$ cat config.mk
export PLATFORM = sky130hd
export DESIGN_NAME = led_blink_multi
export DESIGN_NICKNAME = d
export VERILOG_FILES = /design/src/rtl/led_blink_multi.sv
export SDC_FILE = /design/constraint.sdc
export NUM_CORES = 1
export LEC_CHECK = 0
export ABC_AREA = 0
export CAP_MARGIN = 15
export CORE_MARGIN = 2
export CORE_UTILIZATION = 50
export CTS_BUF_LIST = sky130_fd_sc_hd__clkbuf_8
export CTS_CLUSTER_SIZE = 40
export DETAILED_ROUTE_END_ITERATION = 12
export PLACE_DENSITY = 0.68
export SLEW_MARGIN = 20
export SYNTH_ARGS = -nofsm -noshare
export SYNTH_HDL_FRONTEND = slang
export SYNTH_SLANG_ARGS = --single-unit
$ cat constraint.sdc
create_clock -name clk -period 6.6 [get_ports clk]
set_clock_uncertainty 0.1 [all_clocks]
set_input_delay 1.32 -clock clk [delete_from_list [all_inputs] [get_ports clk]]
set_output_delay 1.32 -clock clk [all_outputs]
set_load 0.02 [all_outputs]
$ cat src/rtl/led_blink_multi.sv
// led_blink_multi: multi-channel LED driver.
// Each channel runs its own IDLE/ON/OFF sequencer. The run-time mode selects
// off, steady on, continuous blink, or a triggered burst of N pulses.
// Optional build macro LED_BLINK_MULTI_DIM_EN adds the dim_duty port and a
// shared 4-bit PWM that gates every lit LED.
module led_blink_multi #(
    parameter int NUM_CH         = 4,
    parameter int CNT_W          = 16,
    parameter int BLINK_ON_CLKS  = 1024,
    parameter int BLINK_OFF_CLKS = 1024,
    parameter int BURST_W        = 4
) (
    input  logic                  clk,
    input  logic                  reset,
    input  logic [2*NUM_CH-1:0]   mode,
    input  logic [NUM_CH-1:0]     trigger,
    input  logic [BURST_W-1:0]    burst_len,
`ifdef LED_BLINK_MULTI_DIM_EN
    input  logic [3:0]            dim_duty,
`endif
    output logic [NUM_CH-1:0]     led,
    output logic [NUM_CH-1:0]     busy
);

    typedef enum logic [1:0] {
        ST_IDLE = 2'd0,
        ST_ON   = 2'd1,
        ST_OFF  = 2'd2
    } state_t;

    typedef enum logic [1:0] {
        MODE_OFF    = 2'b00,
        MODE_STEADY = 2'b01,
        MODE_BLINK  = 2'b10,
        MODE_BURST  = 2'b11
    } mode_t;

    // Counters count down to zero, so each phase loads its length minus one.
    localparam logic [CNT_W-1:0] ON_LOAD  = CNT_W'(BLINK_ON_CLKS - 1);
    localparam logic [CNT_W-1:0] OFF_LOAD = CNT_W'(BLINK_OFF_CLKS - 1);

    // Brightness gate shared by all channels (always open without dimming).
    logic dim_ok;

`ifdef LED_BLINK_MULTI_DIM_EN
    logic [3:0] pwm_cnt;

    // Free-running PWM phase; a lit LED shows only while the phase is <= duty.
    always_ff @(posedge clk) begin
        if (reset) pwm_cnt <= 4'd0;
        else       pwm_cnt <= pwm_cnt + 4'd1;
    end

    assign dim_ok = (pwm_cnt <= dim_duty);
`else
    assign dim_ok = 1'b1;
`endif

    for (genvar g = 0; g < NUM_CH; g++) begin : g_ch
        state_t             state_q, state_d;
        logic [CNT_W-1:0]   cnt_q, cnt_d;
        logic [BURST_W-1:0] rem_q, rem_d;
        logic [BURST_W-1:0] rem_eff;
        logic               on_d;
        logic               led_q, busy_q;
        logic               retrig;
        mode_t              ch_mode;

        assign ch_mode = mode_t'(mode[2*g +: 2]);
        assign retrig  = (ch_mode == MODE_BURST) && trigger[g];
        // A trigger in this cycle refills the burst before any end-of-OFF decision.
        assign rem_eff = retrig ? burst_len : rem_q;

        // Next-state, counter and LED level for this channel.
        always_comb begin
            // NOTE: every output of this block gets a default first so no latch is inferred.
            state_d = state_q;
            cnt_d   = cnt_q;
            rem_d   = rem_q;
            on_d    = 1'b0;
            case (ch_mode)
                MODE_OFF: begin
                    state_d = ST_IDLE;
                    cnt_d   = '0;
                    rem_d   = '0;
                end
                MODE_STEADY: begin
                    state_d = ST_IDLE;
                    cnt_d   = '0;
                    rem_d   = '0;
                    on_d    = 1'b1;
                end
                default: begin
                    rem_d = rem_eff;
                    case (state_q)
                        ST_IDLE: begin
                            if (ch_mode == MODE_BLINK) begin
                                state_d = ST_ON;
                                cnt_d   = ON_LOAD;
                            end else if (trigger[g] && (burst_len != '0)) begin
                                // The first pulse starts now and counts toward the burst.
                                state_d = ST_ON;
                                cnt_d   = ON_LOAD;
                                rem_d   = burst_len - BURST_W'(1);
                            end
                        end
                        ST_ON: begin
                            if (cnt_q == '0) begin
                                state_d = ST_OFF;
                                cnt_d   = OFF_LOAD;
                            end else begin
                                cnt_d = cnt_q - CNT_W'(1);
                            end
                        end
                        ST_OFF: begin
                            if (cnt_q != '0) begin
                                cnt_d = cnt_q - CNT_W'(1);
                            end else if (ch_mode == MODE_BLINK) begin
                                state_d = ST_ON;
                                cnt_d   = ON_LOAD;
                            end else if (rem_eff != '0) begin
                                state_d = ST_ON;
                                cnt_d   = ON_LOAD;
                                rem_d   = rem_eff - BURST_W'(1);
                            end else begin
                                state_d = ST_IDLE;
                                cnt_d   = '0;
                            end
                        end
                        default: begin
                            state_d = ST_IDLE;
                            cnt_d   = '0;
                        end
                    endcase
                    on_d = (state_d == ST_ON);
                end
            endcase
        end

        // Channel state and registered outputs; reset clears everything.
        always_ff @(posedge clk) begin
            // NOTE: sequential state uses non-blocking assignments so all registers update together.
            if (reset) begin
                // NOTE: counters are reset too, so no channel can wake with a stale phase or burst count.
                state_q <= ST_IDLE;
                cnt_q   <= '0;
                rem_q   <= '0;
                led_q   <= 1'b0;
                busy_q  <= 1'b0;
            end else begin
                state_q <= state_d;
                cnt_q   <= cnt_d;
                rem_q   <= rem_d;
                led_q   <= on_d & dim_ok;
                busy_q  <= (state_d != ST_IDLE);
            end
        end

        assign led[g]  = led_q;
        assign busy[g] = busy_q;
    end

endmodule
==> results.md, run 1 <==
- Status: completed
- Hold depth: 2
- Starting Density: 50.7%
- Layout cells sized above 1: about 5.5%
- Reg2reg path depth: 5
- DR vias: 6221
- Initial antenna violation count: 0
- Hold Path Class: flop to flop
- Final hold violations: 0
- Max-slew violation count: 0
- Via/cell ratio: 6.39
- Maximum fanout along the worst path: 16
- Fmax: 235 MHz
- Most frequent cells in the layout: dfxtp_1, nor2_1, nand2_1
- N_diodes: 0
- Crit path kind: input port to flop
- Synthesized area: 6340 um2
- CP Capture Type: flop
- Max-cap check violation count: 0
- Largest family of logic cells by synthesized area: simple AND/OR/NAND/NOR gates
- Width of the chip: 117 um
- Post-DR wirelength/cell: 16.7 um
- VDD IR max: between 0.09 and 0.1 mV
- FF-to-FF Start: g_ch[1].cnt_q[6]$_SDFFE_PP0P_
- Source of the worst hold timing path: g_ch[3].cnt_q[13]$_SDFFE_PP0P_
- Syn_area_per_cell: 7.79 um2
- Largest net degree at the start of global routing: 23
- Data arrival time of the critical path: around 4.4 ns
- Top cells by area, synth: dfxtp_1, nor2_1, a21oi_1
- Final HPWL DP: 11.6 mm
- Power per Cell Area: 218 nW/um2
- Synth cell types: 73
- GRT overflow: 0
- Final #Nets: 826
- GP Congestion: ~0.91
- Skew-Pair Late Insertion Delay: 0.39 ns
- Warnings, synthesis: 0
- Filler cells: 1204
- R2R Path End: g_ch[1].cnt_q[13]$_SDFFE_PP0P_
- Die footprint: about 14000 um2
- H-tree Lvls: 3
- Seq/Total Area, Yosys: 30.3%
- Metal3 WL: 960 um
- Max transition margin: about a third
- CTS tree: built
- Cts hold-fix bufs: 0
- Least-Margin Pin Slew: between 0.9 and 1 ns
- P&R area growth vs syn: 6.71%
- RSZ-0062 raised after global routing: false
- Yosys top cell by area: dfxtp_1
- CTS Buf Count: 9
- Clock Sinks: 96
- Max clock buf depth: 2
- Syn nets: between 800 and 900
- Number of DRC markers in iteration 0: 570
- Reg clk slew, reported paths: 0.09 ns
- Post-synth EDFFs: 0
- Crit. Startpoint: burst_len[0]
- Worst hold endpoint: g_ch[3].cnt_q[13]$_SDFFE_PP0P_
- Synth Area in Adders: 1.93%
- Mux contribution to synthesized area: 4.77%
- # IOs: 26
- Met2 WL post-DR: 7.43 mm
- Commonest non-fill, non-tap cell in the layout: dfxtp_1
- Drt pass-1 iters: 5
- Post-route DRC: 0
- Top Layer Used: met4
- Compound-cell area share of the yosys netlist: between 20% and 30%
- Resized cells post-CTS: 0
- Multi-input gate area: 4090 um2
- Met1 wire length: 7.63 mm
- Req. time, crit path: 6.77 ns
- WL final: roughly 16 mm
- Register Area: 1920 um2
- #FFs+latches synth: 96
- Period utilization: 64.6%
- LEAKAGE: 0.00247 uW
- Die height: 117 um
- Total negative setup slack: 0 ns
- Post-CTS Setup Repair Bufs: 0
- Total Routing Usage GR: 24.3%
- Placement row count: 41
- Syn Inst Count: between 800 and 900
- Core area: 12500 um2
- Most used flip-flop cell after synthesis: dfxtp_1
- Asr flop ratio synth: 0%
- Worst setup SP type: input port
- Vias in the first global route: 5509
- First-pass GRT wire length: 26.6 mm
- Tmin final: 4.26 ns
- Core Util, Final: 54.1%
- IO buf count: 25
- Final ANT Viol Nets: 0
- Final setup vio count: 0
- Xor/xnor cell area share of the yosys netlist: 3.59%
- Simple-gate share of the synthesized area: 29.0%
- Root Driver: clkbuf_8
- Synth top area share: 30.3%
- Reg2Reg Setup Slack: 3.72 ns
layout make-up:
type / count / area share, %
clock buffers: 13 / 2.64
inverters: 28 / 1.55
multi-input cells: 638 / 60.4
flip-flops and latches: 96 / 28.4
well taps: 172 / 3.18
repair buffers: 26 / 3.81
synthesized netlist by cell type (all sizes together) (12+ instances only):
cell type	count
clkbuf	40
nor3	35
nor4	32
or3	12
a21oi	51
nand2	54
nor2	76
nand2b	16
inv	28
buf	12
nor2b	14
o21ai	43
dfxtp	96
a211oi	14
nand4	13
mux2i	19
a31oi	13
o31ai	16
nand3	26
xnor2	20
per-layer routing:
layer / vias up / global-route usage, %
li1: 3052 / -
met1: 2930 / 33.0
met2: 214 / 38.9
met3: 25 / 4.05
met4: 0 / 8.78
met5: - / 0
registers in the layout (all words and copies together), names as in the netlist:
| register | flops |
|---|---|
| g_ch.rem_q | 16 |
| g_ch.cnt_q | 64 |
| g_ch.busy_q | 4 |
| g_ch.led_q | 4 |
| g_ch.state_q | 8 |
power breakdown:
| group | leakage (uW) | total [uW] | switching [uW] | internal (uW) |
|---|---|---|---|---|
| combinational | 0.00159 | 432 | 261 | 171 |
| clock | 0.0000935 | 380 | 207 | 172 |
| sequential | 0.000786 | 662 | 47.4 | 615 |
| total | 0.00247 | 1470 | 516 | 958 |
critical path: stages:
cell	delay [ns]
clkdlybuf4s50_1	0.68
inv_1	0.19
ha_1	0.20
or3b_2	0.67
a2111oi_2	0.95
nor3_1	0.17
xnor2_1	0.19
nor2_1	0.06
per-stage QoR:
step	instances	setup slack, ns	total power [uW]	instance area, um2	hold slack (ns)
final	973	2.34	1470	6770	0.395
after global routing	973	2.13	1560	6770	0.415
after CTS	973	2.20	1470	6760	0.396
after detailed placement	960	1.79	1100	6580	0.383
after global placement	960	1.89	1080	6580	0.370
after floorplan	814	2.76	1000	6340	0.355
worst max-delay path by stage:
stage,to,slack (ns),depth (start not counted)
floorplan,g_ch[1].cnt_q[15]$_SDFFE_PP0P_,2.76,9
global placement,g_ch[1].cnt_q[15]$_SDFFE_PP0P_,1.89,8
detailed placement,g_ch[1].cnt_q[13]$_SDFFE_PP0P_,1.79,8
CTS,g_ch[1].cnt_q[15]$_SDFFE_PP0P_,2.20,8
global route,g_ch[2].cnt_q[14]$_SDFFE_PP0P_,2.13,8
finish,g_ch[2].cnt_q[14]$_SDFFE_PP0P_,2.34,8
logic make-up (layout without fill, tap and decap cells):
group,count (synthesis),after routing
mux,29,29
simple gates,342,342
flops,96,96
compound gates,231,231
buf+inv,80,67
fa+ha+maj,10,10
xor+xnor,26,26
(Power assumes the default switching activity.)
==> run 2, diff against run 1 <==
==> constraint.sdc (replaced) <==
create_clock -name clk -period 4.4 [get_ports clk]
set_clock_uncertainty 0.1 [all_clocks]
set_input_delay 0.88 -clock clk [delete_from_list [all_inputs] [get_ports clk]]
set_output_delay 0.88 -clock clk [all_outputs]
set_load 0.02 [all_outputs]
==> run 2 against run 1 <==
Cell area grew 0.57%. Power rose by 50%. Flip-flop and latch count unchanged. Wire length increased by 0.65%. Clock power grew 46%. Die area did not move. Combinational power increased by 52%. Clock-buffer cell count decreased by 4.
==> results.md, run 2 (synthesis gave the netlist of run 1 again) <==
- Clock power frac: about a quarter
- H-tree Lvls: 3
- Power per Cell Area: roughly 320 nW/um2
- CTS tree: built
- Hold Path Class: flop to flop
- Width of the chip: ~120 um
- Starting Density: 50.7%
- P_int: 1430 uW
- GP Congestion: 0.895
- Max reg flops: 64
- Reg clk slew, reported paths: 0.09 ns
- CTS Buf Count: 9
- Most frequent cells in the layout: dfxtp_1, nor2_1, nand2_1
- Final setup vio count: 0
- Skew-Pair Late Insertion Delay: 0.39 ns
- Multi-input gate area: 4090 um2
- Reg2reg path depth: 5
- Post-route setup slack: roughly 0.95 ns
- Final HPWL DP: 11.6 mm
- Sw Share: about a third
- N_diodes: 0
- Resized cells post-CTS: 0
- Post-CTS Setup Repair Bufs: 0
- Data arrival time of the critical path: 3.69 ns
- Final Power: 2200 uW
- Drt pass-1 iters: 5
- Setup WS pre-CTS: about 0.58 ns
- Max-cap check violation count: 0
- Period utilization: 78.4%
- Reg power frac: 45.1%
- Post-DR wirelength/cell: 16.7 um
- Maximum fanout along the worst path: 16
- Core area: between 10000 and 15000 um2
- Final instance area: 6810 um2
- R2R Path End: g_ch[1].cnt_q[11]$_SDFFE_PP0P_
- Placement row count: 41
- RSZ-0062 raised after global routing: false
- # IOs: 26
- Tmin final: 3.45 ns
- Vias in the first global route: approximately 5.8k
- Final hold violations: 0
- Filler cells: 1202
- Status: completed
- P&R area growth vs syn: 7.32%
- Die footprint: 13600 um2
- Via/cell ratio: 6.37
- Final ANT Viol Nets: 0
- Combinational power share: 29.7%
- Largest Register: g_ch.cnt_q
- Number of DRC markers in iteration 0: 617
- Worst hold endpoint: g_ch[3].cnt_q[15]$_SDFFE_PP0P_
- IO buf count: 25
- First-pass GRT wire length: 27.5 mm
- Max transition margin: a little over a quarter
- Worst setup SP type: input port
- Die height: 117 um
- Largest net degree at the start of global routing: 23
- WL final: 16.4 mm
- Largest registers: g_ch.cnt_q: 64 flops, g_ch.rem_q: 16 flops, g_ch.state_q: 8 flops
- Fmax: 290 MHz
- Cts hold-fix bufs: 0
- Initial antenna violation count: 0
- VDD IR max: 0.123 mV
- Layout cells sized above 1: 5.81%
- Clock Sinks: 96
- Commonest non-fill, non-tap cell in the layout: dfxtp_1
- Post-route DRC: 0
- CP Capture Type: flop
- Max clock buf depth: 2
- Final #Nets: around 830
- Core Util, Final: 54.4%
- Placed inst area: 6630 um2
- Total Routing Usage GR: between 20% and 30%
- Register Area: roughly 1900 um2
- Max-slew violation count: 0
- Crit path kind: input port to flop
- Source of the worst hold timing path: g_ch[3].cnt_q[15]$_SDFFE_PP0P_
- Hold depth: 2
- Total negative setup slack: 0 ns
- GRT overflow: 0
- P_sw: 771 uW
- Reg2Reg Setup Slack: roughly 1.4 ns
- Root Driver: clkbuf_8
- LEAKAGE: 0.00251 uW
- FF-to-FF Start: g_ch[1].cnt_q[6]$_SDFFE_PP0P_
- Req. time, crit path: 4.64 ns
- Least-Margin Pin Slew: 1.09 ns
- DR vias: about 6.3k
run 2: stage by stage:
step / hold WS [ns] / std cells
floorplan: 0.355 / 814
global placement: 0.372 / 967
detailed placement: 0.378 / 967
CTS: 0.391 / 981
global route: 0.424 / 981
finish: 0.398 / 981
run 2: worst max-delay path: stages:
cell	delay [ns]
clkdlybuf4s50_1	0.56
inv_1	0.11
ha_1	0.19
or3b_2	0.67
a2111oi_4	0.60
nand2_1	0.33
o31ai_1	0.17
a22o_1	0.18
run 2: worst max-delay path by stage:
stage	startpoint	end	slack, ns	cells past startpoint
CTS	burst_len[1]	g_ch[0].cnt_q[2]$_SDFFE_PP0P_	0.99	8
detailed placement	burst_len[1]	g_ch[0].cnt_q[2]$_SDFFE_PP0P_	0.58	8
global placement	burst_len[1]	g_ch[0].cnt_q[6]$_SDFFE_PP0P_	0.67	8
finish	burst_len[1]	g_ch[0].cnt_q[2]$_SDFFE_PP0P_	0.95	8
global route	burst_len[1]	g_ch[0].cnt_q[2]$_SDFFE_PP0P_	0.74	8
floorplan	burst_len[0]	g_ch[1].cnt_q[15]$_SDFFE_PP0P_	1.00	9
run 2: layout make-up:
cell class	count	share of cell area, %
multi-input cells	638	60.0
clock inverters	5	0.662
repair buffers	33	4.56
inverters	28	1.54
clock buffers	9	1.82
well taps	172	3.16
flip-flops and latches	96	28.2
run 2: power groups by stage:
stage               sequential, uW  clock, uW  combinational [uW]
finish                         994        555                 655
global route                  1000        607                 727
CTS                            991        575                 647
detailed placement            1010          0                 643
global placement              1010          0                 627
floorplan                      981          0                 520
run 2: layer usage:
layer / wire length [um] / GRT usage [%]
met5: 0 / 0
met4: 189 / 7.14
met1: 7620 / 33.4
met2: 7590 / 40.0
met3: 972 / 5.60
